$ cat src/rtl/bcd_serial_adder_ctrl_if.sv
// Handshake and operand/result bundle for the serial BCD adder.
// The requester drives start/operands; the adder returns status and result.
interface bcd_serial_adder_ctrl_if #(
    parameter int DIGITS = 2
);
    logic                start;
    logic [4*DIGITS-1:0] a;
    logic [4*DIGITS-1:0] b;
    logic                cin;
    logic                busy;
    logic                done;
    logic [4*DIGITS-1:0] sum;
    logic                cout;
    logic                error;

    modport master (
        output start, a, b, cin,
        input  busy, done, sum, cout, error
    );

    modport slave (
        input  start, a, b, cin,
        output busy, done, sum, cout, error
    );
endinterface

$ cat src/rtl/bcd_serial_adder_ctrl.sv
// Multi-digit packed-BCD adder, one digit per clock, LSD first,
// built around a single shared digit-adder stage.
module bcd_serial_adder_ctrl #(
    parameter int DIGITS = 2
) (
    input  logic clk,
    input  logic rst_n,
    bcd_serial_adder_ctrl_if.slave bus
);
    localparam int W  = 4 * DIGITS;
    localparam int IW = (DIGITS > 1) ? $clog2(DIGITS) : 1;

    localparam logic [1:0] S_IDLE = 2'd0;
    localparam logic [1:0] S_ADD  = 2'd1;
    localparam logic [1:0] S_DONE = 2'd2;

    logic [1:0]    state_q, state_d;
    logic [W-1:0]  a_q, a_d;
    logic [W-1:0]  b_q, b_d;
    logic [W-1:0]  sum_q, sum_d;
    logic          carry_q, carry_d;
    logic          cout_q, cout_d;
    logic          err_q, err_d;
    logic [IW-1:0] idx_q, idx_d;

    logic [3:0] ad, bd, dig;
    logic [4:0] raw;
    logic       gt9, bad, last;

    // Shared digit stage: operand digits selected by the current index
    always_comb begin
        ad   = 4'(a_q >> {idx_q, 2'b00});
        bd   = 4'(b_q >> {idx_q, 2'b00});
        raw  = 5'(ad) + 5'(bd) + 5'(carry_q);
        gt9  = raw > 5'd9;
        dig  = gt9 ? 4'(raw - 5'd10) : raw[3:0];
        bad  = (ad > 4'd9) || (bd > 4'd9);
        last = idx_q == IW'(DIGITS - 1);
    end

    always_comb begin
        state_d = state_q;
        a_d     = a_q;
        b_d     = b_q;
        sum_d   = sum_q;
        carry_d = carry_q;
        cout_d  = cout_q;
        err_d   = err_q;
        idx_d   = idx_q;
        unique case (state_q)
            S_IDLE: begin
                if (bus.start) begin
                    a_d     = bus.a;
                    b_d     = bus.b;
                    carry_d = bus.cin;
                    sum_d   = '0;
                    cout_d  = 1'b0;
                    err_d   = 1'b0;
                    idx_d   = '0;
                    state_d = S_ADD;
                end
            end
            S_ADD: begin
                if (bad) begin
                    err_d   = 1'b1;
                    sum_d   = '0;
                    cout_d  = 1'b0;
                    state_d = S_DONE;
                end else begin
                    carry_d = gt9;
                    for (int i = 0; i < DIGITS; i++) begin
                        if (IW'(i) == idx_q) sum_d[4*i +: 4] = dig;
                    end
                    if (last) begin
                        cout_d  = gt9;
                        state_d = S_DONE;
                    end else begin
                        idx_d = idx_q + 1'b1;
                    end
                end
            end
            S_DONE:  state_d = S_IDLE;
            default: state_d = S_IDLE;
        endcase
    end

    always_ff @(posedge clk or negedge rst_n) begin
        if (!rst_n) begin
            state_q <= S_IDLE;
            a_q     <= '0;
            b_q     <= '0;
            sum_q   <= '0;
            carry_q <= 1'b0;
            cout_q  <= 1'b0;
            err_q   <= 1'b0;
            idx_q   <= '0;
        end else begin
            state_q <= state_d;
            a_q     <= a_d;
            b_q     <= b_d;
            sum_q   <= sum_d;
            carry_q <= carry_d;
            cout_q  <= cout_d;
            err_q   <= err_d;
            idx_q   <= idx_d;
        end
    end

    assign bus.busy  = state_q != S_IDLE;
    assign bus.done  = state_q == S_DONE;
    assign bus.sum   = sum_q;
    assign bus.cout  = cout_q;
    assign bus.error = err_q;
endmodule

$ cat src/flat_wrapper.sv
// flat-port wrapper written by rule: the top's interface ports become plain ports
module bcd_serial_adder_ctrl_flat 
#(
    parameter int DIGITS = 2
)
  (clk, rst_n, bus_start, bus_a, bus_b, bus_cin, bus_busy, bus_done, bus_sum, bus_cout, bus_error);
  bcd_serial_adder_ctrl_if #(.DIGITS(DIGITS)) bus_i ();
  input  logic clk;
  input  logic rst_n;
  input wire logic [$bits(bus_i.start)-1:0] bus_start;
  input wire logic [$bits(bus_i.a)-1:0] bus_a;
  input wire logic [$bits(bus_i.b)-1:0] bus_b;
  input wire logic [$bits(bus_i.cin)-1:0] bus_cin;
  output wire logic [$bits(bus_i.busy)-1:0] bus_busy;
  output wire logic [$bits(bus_i.done)-1:0] bus_done;
  output wire logic [$bits(bus_i.sum)-1:0] bus_sum;
  output wire logic [$bits(bus_i.cout)-1:0] bus_cout;
  output wire logic [$bits(bus_i.error)-1:0] bus_error;
  assign bus_i.start = bus_start;
  assign bus_i.a = bus_a;
  assign bus_i.b = bus_b;
  assign bus_i.cin = bus_cin;
  assign bus_busy = bus_i.busy;
  assign bus_done = bus_i.done;
  assign bus_sum = bus_i.sum;
  assign bus_cout = bus_i.cout;
  assign bus_error = bus_i.error;
  bcd_serial_adder_ctrl #(.DIGITS(DIGITS)) u_core (.clk(clk), .rst_n(rst_n), .bus(bus_i));
endmodule
$ cat config.mk
export PLATFORM = sky130hd
export DESIGN_NAME = bcd_serial_adder_ctrl_flat
export DESIGN_NICKNAME = d
export VERILOG_FILES = /design/src/rtl/bcd_serial_adder_ctrl_if.sv /design/src/rtl/bcd_serial_adder_ctrl.sv /design/src/flat_wrapper.sv
export SDC_FILE = /design/constraint.sdc
export NUM_CORES = 1
export LEC_CHECK = 0
export ABC_AREA = 1
export ABC_CLOCK_PERIOD_IN_PS = 3000
export CAP_MARGIN = 20
export CORE_MARGIN = 5
export CORE_UTILIZATION = 62
export CTS_CLUSTER_SIZE = 10
export DETAILED_ROUTE_END_ITERATION = 16
export DONT_BUFFER_PORTS = 1
export GPL_TIMING_DRIVEN = 0
export HOLD_SLACK_MARGIN = 0.12
export PLACE_DENSITY = 0.78
export SLEW_MARGIN = 40
export SYNTH_ARGS = -nofsm -noshare
export SYNTH_HDL_FRONTEND = slang
export SYNTH_SLANG_ARGS = --single-unit
export TNS_END_PERCENT = 5
$ cat constraint.sdc
create_clock -name clk -period 3 [get_ports clk]
set_input_delay 0.45 -clock clk [delete_from_list [all_inputs] [get_ports clk]]
set_output_delay 0.45 -clock clk [all_outputs]
set_load 0.01 [all_outputs]
# After elaboration in Yosys (flattened, before gate mapping)
# Index checks and enable logic that the tools add are counted.
[word_totals] reg_bits=30 out_inout_bits=12
[op_classes] addsub=4 mux=22 n_eq_ne=7 shift=2 reduce_logical=10 magnitude_cmp=3
[op_table] operator="two-way mux 8 bit" n=2
[op_table] operator="one-hot mux 8 bit (2 select lines)" n=1
[op_table] operator=">> shifter 8 x 3 -> 4 bit" n=2
[op_table] operator="two-way mux 4 bit" n=3
[op_table] operator="AND reduction 3 bit" n=4
[op_table] operator="greater-than comparator 4 bit, second input constant" n=2
[op_table] operator="two-way mux 1 bit" n=8
[op_table] operator="one-hot mux 1 bit (2 select lines)" n=4
[op_table] operator="two-way mux 2 bit" n=3
[op_table] operator="adder 4 x 4 -> 5 bit" n=1
[op_table] operator="adder 5 x 1 -> 5 bit" n=1
[op_table] operator="greater-than comparator 5 x 4 -> 1 bit, second input constant" n=1
[op_table] operator="!= test 2 bit, second input constant" n=2
[op_table] operator="one-hot mux 2 bit (2 select lines)" n=1
[op_table] operator="AND reduction 2 bit" n=2
[op_table] operator="nonzero test 2 bit" n=2
[op_table] operator="subtractor 4 bit, second input constant" n=1
[op_table] operator="!= test 3 x 1 -> 1 bit, second input constant" n=1
[op_table] operator="!= test 3 bit, second input constant" n=1
[op_table] operator="== test 2 x 1 -> 1 bit, second input constant" n=1
[op_table] operator="== test 2 bit, second input constant" n=1
[op_table] operator="logical NOT 2 bit" n=1
[op_table] operator="!= test 2 x 1 -> 1 bit, second input constant" n=1
[op_table] operator="adder 1 bit, second input constant" n=1
[op_table] operator="logical OR 1 bit" n=1

# Depth between registers and ports, before layout
# Gate-level depths: netlist of run 1.
[depth] word_depth=8 ltp_mapped=18 depth_no_buf=18

# Worst setup path before layout of run 1
# Ideal clock, no wire load.
[synth_timing] path_kind="reg-to-reg" start="register u_core.idx_q" end="register u_core.sum_q[2], in the netlist u_core.bus.sum[2]" stages_incl_launch_ff=16 slack_ps=423 n_path_buf=1 period_less_slack_ps=2577 t_arrival_ps=2460 setup_ps=116 cell_sequence="dfrtp_1 -> buf_6 -> nand2_1 -> nand2_1 -> fa_1 -> fa_1 -> inv_1 -> ha_1 -> inv_1 -> nor2_1 -> a21oi_1 -> nand2_1 -> a21boi_0 -> nor2_2 -> nand2_1 -> nand2_1"
[synth_via] elab_chain_cells=8 word_cells_on_any_way=15 classes_between="add/sub (3); order compare (3); eq/ne (1); shift (2); mux (4); reduce/logical (2)"
[synth_lines] element="start, declared" line="bcd_serial_adder_ctrl.sv:24" text="logic [IW-1:0] idx_q, idx_d;"
[synth_lines] element="start signal, assigned" line="bcd_serial_adder_ctrl.sv:105" text="idx_q <= idx_d;"
[synth_lines] element=">> shifter 8 x 3 -> 4 bit (on tied branches)" line="bcd_serial_adder_ctrl.sv:32, bcd_serial_adder_ctrl.sv:33"
[synth_lines] element="adder 4 x 4 -> 5 bit" line="bcd_serial_adder_ctrl.sv:34" text="raw = 5'(ad) + 5'(bd) + 5'(carry_q);"
[synth_lines] element="adder 5 x 1 -> 5 bit" line="bcd_serial_adder_ctrl.sv:34"
[synth_lines] element="subtractor 4 bit or greater-than comparator 5 x 4 -> 1 bit (tied branches)" line="bcd_serial_adder_ctrl.sv:36, bcd_serial_adder_ctrl.sv:35"
[synth_lines] element="two-way mux 4 bit" line="bcd_serial_adder_ctrl.sv:36" text="dig = gt9 ? 4'(raw - 5'd10) : raw[3:0];"
[synth_lines] element="two-way mux 4 bit" line="bcd_serial_adder_ctrl.sv:72" text="if (IW'(i) == idx_q) sum_d[4*i +: 4] = dig;"
[synth_lines] element="two-way mux 8 bit" line="bcd_serial_adder_ctrl.sv:64" text="if (bad) begin"
[synth_lines] element="one-hot mux 8 bit (2 select lines)" line="bcd_serial_adder_ctrl.sv:50" text="unique case (state_q)"
[synth_lines] element="end signal, assigned" line="bcd_serial_adder_ctrl.sv:101" text="sum_q <= sum_d;"
[synth_lines] element="end, declared" line="bcd_serial_adder_ctrl.sv:20" text="logic [W-1:0] sum_q, sum_d;"
# Several ways; a longest one is shown, not always the timed one. The select of a mux whose other input is x is not followed.
# A chain may end at the register's enable or synchronous reset.

# Worst setup path in the final report of run 1
[layout_timing] start="register u_core.idx_q" end="register u_core.sum_q[7], in the netlist u_core.bus.sum[7]"
# Same word-level chain as after synthesis.

==> results.yml, run 1 <==
outcome:
  status: "completed"
placement:
  io_buffers: 0
  place_area_um2: 1620
  post-place-ws_ns: 0.0822
  dp.cells: 238
  place.detailed.hpwl_um: 2480
  gp_congestion: 0.767
timing:
  slew_headroom: 0.716
  setup-violations-final: 0
  fin_tns_setup_ns: 0
  fin_skew_ns: 0.00479
  setup_ws_ns: 0.146
  period_minus_slack_ns: 2.85
  min_period_over_period: 0.951
  hold_violations: 0
  worst_pin_slew_ns: 0.426
  rsz0062_at_grt: "false"
  fmax_mhz: 350
  slew_violations: 0
cells_and_area:
  fin_cells: 248
  area_growth_pct: 8.60
  fin_area_um2: 1720
  diodes: 0
  num-nets-final: 243
  drive_gt1_frac: 0.110
critical_path:
  cpPeakStageDelay_ns: 0.57
  crit_path_start_kind: "register"
  worstSetupPathType: "reg -> reg"
  reg2reg_slack_ns: 0.15
  r2r_cells: 15
  crit_chain: "buf_6 -> nand2_1 -> nand2_1 -> fa_2 -> fa_2 -> inv_1 -> ha_1 -> inv_1 -> nor2_1 -> a21oi_1 -> nand2_1 -> nand2_2 -> nand3_1 -> nand3_1 -> nand2_1"
  crit_required_ns: 3.23
  critPathMaxFanout: 10
  cp_common_cell: "nand2_1"
  cpMaxStageDelayCell: "fa_2"
  arrival_ns: 3.09
  cp-end-kind: "register"
detailed_routing:
  drt-initial-drc-count: 80
  drc_errors: 0
  post_drt_wl_per_cell_um: 13.2
  dr_total_vias: 1300
  avgViaCountPerCell: 5.24
  first_pass_iters: 5
  wl_um: 3260
  ant_nets: 0
yosys:
  yosysWarnings: 0
  muxShareOfSynthArea: 0
  synth_top_family_by_area: "simple AND/OR/NAND/NOR gates"
  synth_cells: 208
  synth_edf_count: 0
  ys_seq_elements: 30
  synthFlopType: "dfrtp_1"
  yosys-top-cells-count: "nand2_1, dfrtp_1, inv_1"
  yosysUniqueCellTypes: 20
  synth-adder-area-share: 0.0568
  synth_area_um2: 1590
  synth_top_area_frac: 0.474
  yosysMostFrequentCell: "nand2_1"
  synth_fp_nets: 234
  synth_xor_area_frac: 0
  synth_top_area_cell: "dfrtp_1"
  synth_compound_area_frac: 0.0781
  ys_async_sr_fraction: 1.00
  synthTopCellsByArea: "dfrtp_1, nand2_1, inv_1"
  synth_simple_gate_area_frac: 0.316
  syn_avg_cell_area_um2: 7.62
  yosysSeqAreaShare: 0.474
clocking:
  cts.sinks: 30
  cts_buffers: 5
  clockRootBuffer: "clkbuf_4"
  cts_max_level: 2
  cts_tree: "built"
  cts_buffer_depth: 2
  cts.reportedPaths.clkPinSlew_ns: 0.09
  clk_latency_ns: 0.34
  post_cts_buffers: 0
floorplanning:
  die_x_um: 60.6
  die_area_um2: 3670
  rows: 18
  core_um2: 2450
  die_h_um: 60.6
  initial_core_util: 0.646
  num_io_pins: 32
global_routing:
  grt_usage: 0.213
  overflow: 0
  antenna_found_initial: 0
  grt_pass1_wl_um: 5570
  grt_pass1_vias: 1360
  grt_max_degree: 31
job:
  drv_cap: 0
min_path:
  hold_depth: 2
  hold_path_class: "in -> reg"
-- worst max-delay path: cells and delay by family (launching register included) --
family,cells,cell delay [ns]
compound gates,1,0.12
fa+ha+maj,3,1.16
buf+inv,3,0.29
flops,1,0.45
simple gates,8,0.74
-- flip-flops by register name, summed over array words and instances (netlist names) --
signal,flops
u_core.a_q,8
u_core.b_q,8
u_core.bus.sum,8
u_core.state_q,2
u_core.bus.cout,1
u_core.bus.error,1
u_core.carry_q,1
u_core.idx_q,1
-- path summary, 6_finish.rpt --
kind	from	endpoint
setup / recovery	u_core.idx_q$_DFFE_PN0P_	u_core.bus.sum[7]$_DFFE_PN0P_
hold / removal	bus_b[2]	u_core.b_q[2]$_DFFE_PN0P_
setup reg to reg	u_core.idx_q$_DFFE_PN0P_	u_core.bus.sum[7]$_DFFE_PN0P_
hold reg to reg	u_core.a_q[4]$_DFFE_PN0P_	u_core.a_q[4]$_DFFE_PN0P_
max in group asynchronous	rst_n	u_core.idx_q$_DFFE_PN0P_
min in group asynchronous	rst_n	u_core.bus.sum[4]$_DFFE_PN0P_
-- cell families (layout without fill, tap and decap cells) --
group	after synthesis	in the layout
and+or+nand+nor	121	121
DFF	30	30
buffers and inverters	29	39
AOI/OAI and AO/OA	22	22
adders and majority gates	6	6
-- metal layers --
layer	GRT usage	vias up	share of wire
li1	-	658	-
met1	0.220	589	0.40
met2	0.365	44	0.50
met3	0.0894	9	0.074
met4	0.115	0	0.022
met5	0	-	0
-- through the flow --
step / utilization / hold WS, ns
floorplan: - / 0.154
global placement: 0.661 / 0.155
detailed placement: 0.661 / 0.155
CTS: 0.698 / 0.208
global route: 0.701 / 0.200
finish: 0.701 / 0.213
-- area by class of cell --
cell class,count,area [um2]
multi-input cells,149,722
fillers,201,733
clock inverters,1,5.00
plain buffers,4,22.5
clock buffers,7,55.1
flip-flops and latches,30,752
inverters,25,97.6
well taps,30,37.5
repair buffers,2,30.0
-- repair_timing --
item,in CTS,in global routing
setup endpoints to repair,0,8
endpoints found under the hold margin,30,0
resized for setup,0,6
hold buffers,2,0
-- layout by cell type (no fill, tap or decap), drive strengths merged --
cell	instances
buf	2
dlygate4sd3	1
inv	24
nand3	11
nor2	11
a21oi	3
clkinv	2
ha	4
a21boi	1
nand2	99
fa	2
clkbuf	10
o21ai	18
dfrtp	30
Power of run 1 is left out: the tool's default activity adds up to more than one toggle a clock period on the data nets, which glitch-free logic cannot reach.
==> run 2, diff against run 1 <==
TNS_END_PERCENT = not set   (was 5)
==> results of run 2 <==
Final layout, timing and power as in run 1 (identical DEF).
Power of run 2 is left out for the same reason.
==> run 3, diff against run 2 <==
CTS_CLUSTER_SIZE = not set   (was 10)
MAX_ROUTING_LAYER = met4   (was not set)
==> results.yml, run 3 (synthesized netlist as in run 1, its figures left out) <==
placement:
  io_buffers: 0
  gp_congestion: 0.777
  place.detailed.hpwl_um: 2480
global_routing:
  grt_pass1_wl_um: 5570
  grt_usage: 0.220
  overflow: 0
  antenna_found_initial: 0
  grt_pass1_vias: 1360
  grt_max_degree: 31
critical_path:
  cp-end-kind: "register"
  regToRegEndpoint: "u_core.bus.sum[7]$_DFFE_PN0P_"
  cpMaxStageDelayCell: "fa_2"
  worstSetupPathType: "reg -> reg"
  reg2reg_slack_ns: 0.14
  critPathMaxFanout: 10
  arrival_ns: 3.09
  crit_path_start_kind: "register"
  cp-startpoint: "u_core.idx_q$_DFFE_PN0P_"
  crit_required_ns: 3.23
  r2r_cells: 15
  r2r-start: "u_core.idx_q$_DFFE_PN0P_"
  crit_chain: "buf_6 -> nand2_1 -> nand2_1 -> fa_2 -> fa_2 -> inv_1 -> ha_1 -> inv_1 -> nor2_1 -> a21oi_1 -> nand2_1 -> nand2_2 -> nand3_1 -> nand3_1 -> nand2_1"
  cpPeakStageDelay_ns: 0.57
  cp_common_cell: "nand2_1"
detailed_routing:
  ant_nets: 0
  drc_errors: 0
  first_pass_iters: 4
  drt-initial-drc-count: 80
  dr_total_vias: 1295
  wl_um: 3260
  post_drt_wl_per_cell_um: 13.1
  avgViaCountPerCell: 5.22
clocking:
  clockRootBuffer: "clkbuf_4"
  cts.reportedPaths.clkPinSlew_ns: 0.09
  cts_buffer_depth: 2
  post_cts_buffers: 0
  cts_buffers: 5
  cts.sinks: 30
  cts_max_level: 2
  cts_tree: "built"
  clk_latency_ns: 0.33
timing:
  slew_headroom: 0.713
  min_period_over_period: 0.953
  period_minus_slack_ns: 2.86
  fmax_mhz: 350
  worst_pin_slew_ns: 0.431
  fin_tns_setup_ns: 0
  setup-violations-final: 0
  fin_skew_ns: 0.00480
  hold_violations: 0
  rsz0062_at_grt: "false"
  slew_violations: 0
min_path:
  hold_depth: 2
  hold_path_end: "u_core.b_q[2]$_DFFE_PN0P_"
  min-delay-start: "bus_b[2]"
  hold_path_class: "in -> reg"
cells_and_area:
  diodes: 0
  layout_common_cells: "nand2_1, dfrtp_1, inv_1"
  final_common_cell: "nand2_1"
  drive_gt1_frac: 0.110
  num-nets-final: 243
  area_growth_pct: 8.60
  nFillCells: 201
floorplanning:
  num_io_pins: 32
  die_h_um: 60.6
  die_area_um2: 3670
  rows: 18
  initial_core_util: 0.646
  die_x_um: 60.6
  core_um2: 2450
job:
  drv_cap: 0
outcome:
  status: "completed"
-- run 3: worst max-delay path by stage --
| stage | to | cells after the start |
|---|---|---|
| 6_report | u_core.bus.sum[7]$_DFFE_PN0P_ | 15 |
| 5_1_grt | u_core.bus.sum[7]$_DFFE_PN0P_ | 16 |
| 4_1_cts | u_core.bus.sum[7]$_DFFE_PN0P_ | 16 |
| 3_5_place_dp | u_core.bus.sum[7]$_DFFE_PN0P_ | 16 |
| 3_3_place_gp | u_core.bus.sum[3]$_DFFE_PN0P_ | 15 |
| 2_1_floorplan | u_core.bus.sum[2]$_DFFE_PN0P_ | 15 |
-- run 3: worst max-delay path, delay by kind of cell, from the launching register on --
family | cells | cell delay (ns)
adder cells (fa/ha/maj) | 3 | 1.16
AND/OR/NAND/NOR | 8 | 0.74
flip-flops | 1 | 0.45
buffers and inverters | 3 | 0.29
AO/OA/AOI/OAI | 1 | 0.12
-- run 3: stage by stage --
stage / utilization / setup WS [ns] / hold slack (ns) / instances / cell area [um2]
floorplan: - / 0.423 / 0.154 / 208 / 1590
CTS: 0.698 / 0.0324 / 0.208 / 248 / 1710
global route: 0.701 / 0.0134 / 0.200 / 248 / 1720
finish: 0.701 / 0.142 / 0.217 / 248 / 1720
detailed placement: 0.661 / 0.0822 / 0.155 / 238 / 1620
global placement: 0.661 / 0.233 / 0.155 / 238 / 1620
-- run 3: final cells by class --
| type | count | area (um2) | area share |
|---|---|---|---|
| flip-flops and latches | 30 | 752 | 0.437 |
| clock inverters | 1 | 5.00 | 0.00291 |
| clock buffers | 7 | 55.1 | 0.0320 |
| well taps | 30 | 37.5 | 0.0218 |
| multi-input cells | 149 | 722 | 0.419 |
| inverters | 25 | 97.6 | 0.0567 |
| repair buffers | 2 | 30.0 | 0.0174 |
| plain buffers | 4 | 22.5 | 0.0131 |
-- run 3: layer usage --
| metal | vias up | routed length [um] | global-route usage |
|---|---|---|---|
| met1 | 588 | 1360 | 0.223 |
| li1 | 658 | - | - |
| met5 | - | 0 | - |
| met4 | 0 | 55 | 0.115 |
| met3 | 7 | 196 | 0.0851 |
| met2 | 42 | 1650 | 0.365 |
-- run 3: repair_timing --
action                                 in CTS  in global routing
endpoints found under the hold margin      30                  0
setup endpoints to repair                   0                  8
hold buffers                                2                  0
gates resized for setup                     0                  6
Power of run 3 is left out for the same reason.
